==> src/rtl/ball_controller.sv <==
// Ball motion controller for a brick-breaker playfield of 16x16 cells.
// Tracks the ball position and direction, bounces it off walls, bricks and
// the paddle, and runs the serve / lost-ball / game-over sequence.
module ball_controller (
    input  logic        clock,
    input  logic        reset,
    input  logic        move_tick,
    input  logic        start,
    input  logic [3:0]  paddle_col,
    input  logic [55:0] Bricks,
    output logic [3:0]  Ball_rowIndex,
    output logic [3:0]  Ball_colIndex,
    output logic [1:0]  Ball_direction,
    output logic [1:0]  lives,
    output logic        game_over,
    output logic [1:0]  state
);

    typedef enum logic [1:0] {
        IDLE = 2'b00,
        RUN  = 2'b01,
        LOST = 2'b10,
        OVER = 2'b11
    } state_t;

    state_t st;

    // Brick presence at a cell; only rows 0..6 carry bricks, two columns per brick.
    function automatic logic brick_at(input logic [3:0] r, input logic [3:0] c,
                                      input logic [55:0] map);
        brick_at = (r <= 4'd6) && map[{r[2:0], c[3:1]}];
    endfunction

    // One-cell step that saturates at the playfield edge instead of wrapping.
    function automatic logic [3:0] step_sat(input logic [3:0] v, input logic inc);
        if (inc)
            step_sat = (v == 4'd15) ? v : v + 4'd1;
        else
            step_sat = (v == 4'd0) ? v : v - 4'd1;
    endfunction

    logic [3:0] pc;
    logic [3:0] home_col;
    logic       dx_pos;
    logic       dy_pos;
    logic       at_side;
    logic       at_top;
    logic [3:0] c_nb;
    logic [3:0] r_nb;
    logic       on_paddle;
    logic       hflip;
    logic       vflip;
    logic       corner;
    logic [1:0] new_dir;
    logic [3:0] new_row;
    logic [3:0] new_col;

    // Paddle clamp and the serve position the ball rests on while idle.
    always_comb begin
        pc       = (paddle_col > 4'd12) ? 4'd12 : paddle_col;
        home_col = pc + 4'd1;
    end

    // Collision detection and next-position computation for one move.
    always_comb begin
        dx_pos    = Ball_direction[0];
        dy_pos    = Ball_direction[1];
        // Edge tests come first; the neighbour cells are only meaningful when
        // the ball is not already against that edge.
        at_side   = dx_pos ? (Ball_colIndex == 4'd15) : (Ball_colIndex == 4'd0);
        at_top    = !dy_pos && (Ball_rowIndex == 4'd0);
        c_nb      = dx_pos ? Ball_colIndex + 4'd1 : Ball_colIndex - 4'd1;
        r_nb      = dy_pos ? Ball_rowIndex + 4'd1 : Ball_rowIndex - 4'd1;
        on_paddle = dy_pos && (Ball_rowIndex == 4'd14) &&
                    (Ball_colIndex >= pc) && (Ball_colIndex <= pc + 4'd3);
        hflip     = at_side || brick_at(Ball_rowIndex, c_nb, Bricks);
        vflip     = at_top || on_paddle || brick_at(r_nb, Ball_colIndex, Bricks);
        // Diagonal-only contact reverses both axes.
        corner    = !hflip && !vflip && brick_at(r_nb, c_nb, Bricks);
        new_dir   = {Ball_direction[1] ^ (vflip || corner),
                     Ball_direction[0] ^ (hflip || corner)};
        new_row   = step_sat(Ball_rowIndex, new_dir[1]);
        new_col   = step_sat(Ball_colIndex, new_dir[0]);
    end

    // Game FSM with registered ball position, direction, lives and game_over.
    always_ff @(posedge clock or posedge reset) begin
        if (reset) begin
            st             <= IDLE;
            lives          <= 2'd3;
            Ball_direction <= 2'b01;
            Ball_rowIndex  <= 4'd14;
            Ball_colIndex  <= 4'd1;
            game_over      <= 1'b0;
        end else begin
            case (st)
                IDLE: begin
                    Ball_rowIndex  <= 4'd14;
                    Ball_direction <= 2'b01;
                    if (move_tick && start)
                        st <= RUN;
                    else
                        Ball_colIndex <= home_col;
                end
                RUN: begin
                    if (move_tick) begin
                        Ball_direction <= new_dir;
                        Ball_rowIndex  <= new_row;
                        Ball_colIndex  <= new_col;
                        if (new_row == 4'd15)
                            st <= LOST;
                    end
                end
                LOST: begin
                    if (move_tick) begin
                        lives <= lives - 2'd1;
                        if (lives == 2'd1) begin
                            st        <= OVER;
                            game_over <= 1'b1;
                        end else begin
                            st             <= IDLE;
                            Ball_rowIndex  <= 4'd14;
                            Ball_colIndex  <= home_col;
                            Ball_direction <= 2'b01;
                        end
                    end
                end
                OVER: begin
                    if (move_tick && start) begin
                        st             <= IDLE;
                        lives          <= 2'd3;
                        game_over      <= 1'b0;
                        Ball_rowIndex  <= 4'd14;
                        Ball_colIndex  <= home_col;
                        Ball_direction <= 2'b01;
                    end
                end
                default: st <= IDLE;
            endcase
        end
    end

    assign state = st;

endmodule

==> config.mk <==
export PLATFORM = sky130hd
export DESIGN_NAME = ball_controller
export DESIGN_NICKNAME = d
export VERILOG_FILES = /design/src/rtl/ball_controller.sv
export SDC_FILE = /design/constraint.sdc
export NUM_CORES = 1
export LEC_CHECK = 0
export CAP_MARGIN = 10
export CORE_MARGIN = 5
export CORE_UTILIZATION = 40
export DETAILED_ROUTE_END_ITERATION = 16
export HOLD_SLACK_MARGIN = 0.08
export PLACE_DENSITY = 0.73
export RECOVER_POWER = 25
export SYNTH_ARGS = -nofsm -noshare
export SYNTH_HDL_FRONTEND = slang
export SYNTH_SLANG_ARGS = --single-unit
==> constraint.sdc <==
create_clock -name clock -period 5.9 [get_ports clock]
set_clock_uncertainty 0.2 [all_clocks]
set_input_delay 1.18 -clock clock [delete_from_list [all_inputs] [get_ports clock]]
set_output_delay 1.18 -clock clock [all_outputs]
set_load 0.02 [all_outputs]
Yosys cells after proc, flatten, opt, wreduce, memory -nomap -nowiden
Index checks and enable logic that the tools add are counted.

Add/sub/neg operators: 7. Multipliers: 0. Divide/modulo/power cells: 0. Magnitude comparators: 8. Equality and inequality tests: 18. Shift operators: 0. Multiplexer cells: 45. Bitwise operators: 2. Reductions and logical operators: 27.

Operators with widths (number): 4-bit 2-to-1 mux (18); 4-bit one-hot mux with 4 select lines (2); 2-bit 2-to-1 mux (11); 6-bit by 7-bit < comparator with 1-bit output, second input constant (3); 1-bit binary-select mux with 6-bit select (3); 4-bit == test, second input constant (4); 2-bit != test, second input constant (8); 2-bit one-hot mux with 4 select lines (2); 4-bit by 1-bit adder with 4-bit output, second input constant (3); 1-bit logical AND (10); 4-bit by 3-bit less-or-equal comparator with 1-bit output, second input constant (2); 4-bit zero test (2); 4-bit AND reduction (2); 4-bit by 1-bit subtractor with 4-bit output, second input constant (2); 1-bit 2-to-1 mux (7); 7-bit AND reduction (1); 3-bit != test, second input constant (2); 1-bit logical OR (5); 5-bit AND reduction (1); 4-bit by 2-bit adder with 4-bit output, second input constant (1); 2-bit by 1-bit == test with 1-bit output, second input constant (2); 2-bit == test, second input constant (2); 4-bit >= comparator (1); 4-bit greater-than comparator, second input constant (1); 9 further kinds (12).

Register bits after elaboration: 15. Bits in latches: 0. Bits in writable memories: 0. Memory bits (read-only): 0. Input bits: 64. Output and inout port bits: 15. Word-level logic and storage cells: 113. Memories kept: 0.

Depth between registers and ports, before layout
Word-level depth: 17. Mapped depth: 17. Mapped depth without buffers: 15.

Worst setup path after synthesis
No wires, ideal clock.

Kind: register -> register. Start point: register Ball_colIndex[1]. End point: register st[0], in the netlist state[0]. Setup time: 124 ps. Arrival: 4117 ps. Data required time: 5576 ps. Setup slack: 1459 ps. Cell stages (with the launch flop): 17. Path buffers: 4. Clock period less this slack: 4441 ps. Path through: dfrtp_1 > buf_6 > buf_2 > inv_1 > ha_1 > xnor2_1 > buf_4 > buf_6 > mux2i_1 > mux4_2 > mux2_2 > o2bb2ai_2 > o2111ai_1 > nor3b_2 > mux4_2 > or2_1 > o31a_1.

Cells in the longest elaborated chain, start to end: 15. Elaborated cells on any way between the ends: 32. Those cells by class: add/sub (2); order compare (2); eq/ne (3); mux (9); bitwise (1); reduce/logical (15).

Ends and longest elaborated chain: start, declared (RTL line 12) `output logic [3:0] Ball_colIndex,`; start signal, assigned (RTL line 103) `Ball_colIndex <= home_col;`; start signal, assigned (RTL line 109) `Ball_colIndex <= new_col;`; start signal, assigned (RTL line 123) `Ball_colIndex <= home_col;`; 4-bit by 1-bit subtractor with 4-bit output or 4-bit by 1-bit adder with 4-bit output (tied branches) (RTL line 72) `c_nb = dx_pos ? Ball_colIndex + 4'd1 : Ball_colIndex - 4'd1;`; 4-bit 2-to-1 mux (RTL line 72); 1-bit binary-select mux with 6-bit select (RTL line 31) `brick_at = (r <= 4'd6) && map[{r[2:0], c[3:1]}];`; 1-bit 2-to-1 mux (not written as such) (RTL line 31); 1-bit logical AND (RTL line 31); 1-bit logical OR (RTL line 76) `hflip = at_side || brick_at(Ball_rowIndex, c_nb, Bricks);`; 1-bit zero test (RTL line 79) `corner = !hflip && !vflip && brick_at(r_nb, c_nb, Bricks);`; 1-bit logical AND (2 in series) (RTL line 79); 1-bit logical OR (*) (RTL line 80) `new_dir = {Ball_direction[1] ^ (vflip || corner),`; 1-bit XOR (*) (RTL line 80); 4-bit 2-to-1 mux (*) (RTL line 36) `if (inc)`; 4-bit == test (*) (RTL line 110) `if (new_row == 4'd15)`; 2-bit != test (no source line) (*); 5-bit AND reduction (no source line) (*); end signal, assigned (RTL line 111) `st <= LOST;`; end signal, assigned (RTL line 118) `st <= OVER;`; end signal, assigned (RTL line 121) `st <= IDLE;`; end, declared (RTL line 26) `state_t st;`.

Every way passes the cells marked *; elsewhere a longest branch is shown, timed or not. The select of a mux whose other input is x is not followed. A chain may end at the register's enable or synchronous reset.

Final worst setup path
Start point: input paddle_col[2]. End point: register st[0], in the netlist state[0].

Cells in the longest elaborated chain, start to end: 16. Elaborated cells on any way between the ends: 18. Those cells by class: add/sub (1); order compare (3); eq/ne (2); mux (2); bitwise (1); reduce/logical (9).

Ends and longest elaborated chain: start, declared (RTL line 9) `input logic [3:0] paddle_col,`; 4-bit greater-than comparator (RTL line 60) `pc = (paddle_col > 4'd12) ? 4'd12 : paddle_col;`; 4-bit 2-to-1 mux (*) (RTL line 60); 4-bit by 2-bit adder with 4-bit output or 4-bit >= comparator (tied branches) (RTL line 75) `(Ball_colIndex >= pc) && (Ball_colIndex <= pc + 4'd3);`; 4-bit less-or-equal comparator or 1-bit logical AND (tied branches) (RTL line 75, 74); 1-bit logical AND (*) (RTL line 75); 1-bit logical OR (*) (2 in series) (RTL line 77) `vflip = at_top || on_paddle || brick_at(r_nb, Ball_colIndex, Bricks);`; 1-bit zero test (RTL line 79); 1-bit logical AND (2 in series) (RTL line 79); 1-bit logical OR (*) (RTL line 80); 1-bit XOR (*) (RTL line 80); 4-bit 2-to-1 mux (*) (RTL line 36); 4-bit == test (*) (RTL line 110); 2-bit != test (no source line) (*); 5-bit AND reduction (no source line) (*).

Every way passes the cells marked *; elsewhere a longest branch is shown, timed or not.

==> impl_metrics.tcl <==
set metrics [dict create \
    htreeDepth 1 \
    yosys.area.top_type_share_pct 16.9 \
    outcome "finished clean" \
    powerDensity_mw_per_mm2 533 \
    via_per_inst 5.82 \
    syn_area_per_cell_um2 9.00 \
    io_buffers 78 \
    setup_tns_ps 0 \
    drt-initial-drc-count 204 \
    required_ps 5840 \
    leakagePower_nw 1.56 \
    min_delay_worst_endpoint "lives[1]" \
    fp.dieH_um 95.6 \
    synth_seq_area_share_pct 13.1 \
    wl_met1_um 3560 \
    post_cts_resized 0 \
    routabilityCongestion 0.877 \
    grt_overflow_total 0 \
    worst_slew_pin_slew_ps 813 \
    wl_met3_um 530 \
    synth_area_leaders "mux4_2 (17%), mux2i_1 (11%), dfrtp_1 (6.8%), ha_1 (6.8%), dfstp_2 (6.3%)" \
    crit_arrival_ps 4680 \
    maxSlewViolCount 0 \
    worst_slack_ps 1160 \
    drt_wl_total_um 8270 \
    synth_edf_count 0 \
    rows 31 \
    hold_viol_final 0 \
    pre_cts_slack_ps 991 \
    grt_usage_pct 18.2 \
    rsz0062_at_grt "no" \
    route.detailed.wl_per_inst_um 16.8 \
    synth_area_mm2 0.00293 \
    numCtsBuffers 3 \
    antenna_found_initial 0 \
    grt_pass1_vias 2844 \
    synth_cell_type_count 71 \
    coreArea_mm2 0.00721 \
    drive_gt1_share_pct 15.8 \
    synth_nets 406 \
    yosys.area.top_type "mux4_2" \
    r2r_end "state[0]" \
    post_cts_buffers 0 \
    path_max_fanout 12 \
    antenna_cells 0 \
    rr_startpoint "Ball_colIndex[1]" \
    ioPinCount 79 \
    period_minus_slack_ps 4740 \
    slew-limit-headroom_pct 45.7 \
    yosys_warnings 0 \
    clk_path_buf_depth 2 \
    die_x_um 95.6 \
    clkSlewWorstSetupHoldPaths_ps 70 \
    route.met2.wl_um 4140 \
    synth-seq-cells 15 \
    period_share_pct 80.4 \
    worstHoldStart "lives[1]" \
    ys_dominant_reg_cell "dfrtp_1" \
    insertion_delay_ps 250 \
    nets 473 \
    via_count 2860 \
    postCtsHoldBufs 0 \
    path_class "in2reg" \
    grt_max_degree 29 \
    setup_viol 0 \
    grt_pass1_wl_um 13400 \
    hp-class "reg2reg" \
    area_delta_synth_final_pct 29.9 \
    cp-end-kind "flip-flop" \
    rr_worst_depth 15 \
    drv_cap 0 \
    postRouteAntennaNets 0 \
    cts_tree "yes" \
    start_kind "input pin" \
    regToRegSetupSlack_ps 1330 \
    die_area_mm2 0.00915 \
    drc 0 \
    numClockSinks 15 \
    dp_hpwl_um 6550 \
    drt-pass1-iter-count 5 \
    max_freq_mhz 211 \
    cts-root-buf "clkbuf_8" \
    netlist_instances 326 \
    top_layer "met4" \
    ir_worst_vdd_mv 0.247 \
    min_path_cells 2 \
    async_flop_share_pct 100 \
    initial_core_util_pct 40.7 \
]
-- critical path, stage by stage --
cell	delay, ps
clkdlybuf4s50_1	510
nand2_1	130
nand2_1	130
ha_1	330
a21boi_0	100
o21a_1	180
o21ai_0	160
a21oi_1	90
a22oi_1	370
a21o_1	190
o311ai_2	110
nor3b_2	210
buf_4	200
mux4_2	320
or2_1	230
o31a_1	240
-- worst max-delay path by stage --
stage	cells past startpoint	end	startpoint	slack [ps]
after floorplan	16	state[0]	Ball_colIndex[1]	1460
after global placement	16	state[0]	paddle_col[2]	1150
after detailed placement	16	state[0]	paddle_col[0]	990
after CTS	16	state[0]	paddle_col[2]	1200
after global routing	16	state[0]	paddle_col[2]	940
final	16	state[0]	paddle_col[2]	1160
-- layout make-up --
cell class              count  area, µm²
clock inverters             1       5.00
multi-input cells         271       2360
well taps                  99        124
repair buffers             84        826
flip-flops and latches     15        384
clock buffers               3       41.3
fillers                   692       3400
inverters                  18       67.6
-- cells by family (layout without fill, tap and decap cells) --
family,after synthesis,count (layout),share of synthesized area (%)
adder cells (fa/ha/maj),16,16,6.82
XOR/XNOR,10,10,3.88
flip-flops,15,15,13.1
multiplexers,59,59,30.1
AND/OR/NAND/NOR,109,109,19.6
AO/OA/AOI/OAI,77,77,19.9
buffers and inverters,40,106,6.61
-- metrics by stage --
stage / hold slack (ps) / instance area (µm²) / util, % / total power, mW / std cells
after CTS: 296 / 3810 / 52.8 / 2.03 / 491
final: 296 / 3810 / 52.8 / 2.03 / 491
after detailed placement: 285 / 3760 / 52.2 / 1.94 / 487
after global routing: 334 / 3810 / 52.8 / 2.19 / 491
after global placement: 281 / 3760 / 52.2 / 1.90 / 487
after floorplan: 318 / 2930 / - / 1.57 / 326
-- layout by cell type, fill, tap and decap left out, types with 4 or more instances in the layout --
cell type	n
o21ai_0	18
dfstp_2	7
nor3_1	8
dfrtp_1	8
nand2_1	34
o21a_1	5
ha_1	16
and3_1	4
xnor2_1	4
inv_1	17
mux2i_1	33
a31oi_1	4
a21oi_1	11
mux4_2	22
nand4_1	4
nand3_1	17
clkdlybuf4s50_1	77
nor2_1	15
buf_4	6
-- routing by layer --
layer	GRT usage (%)	vias up
met4	2.84	0
li1	-	1381
met2	31.7	92
met1	24.1	1381
met5	0	-
met3	2.76	6
-- sequential cells by signal, summed over array words and instances, names as in the netlist --
signal / flops
state: 2
game_over: 1
lives: 2
Ball_colIndex: 4
Ball_direction: 2
Ball_rowIndex: 4
-- cells in the mapped netlist, drive strengths merged (4+ instances only) --
master  instances
o21ai          20
mux4           22
clkbuf          9
a22oi           5
dfrtp           8
a31oi           4
buf            13
or2             5
dfstp           7
inv            17
nand3          17
ha             16
and3            6
mux2i          34
nand2          34
nand4           4
nor3           11
o21a            5
xnor2           7
nor2           15
a21oi          11
-- power by group --
group          switching (mW)  internal [mW]  total [mW]
logic                   0.886          0.819        1.70
clock network          0.0411         0.0469      0.0880
registers              0.0854          0.154       0.240
Power figures use the tool's default switching activity.
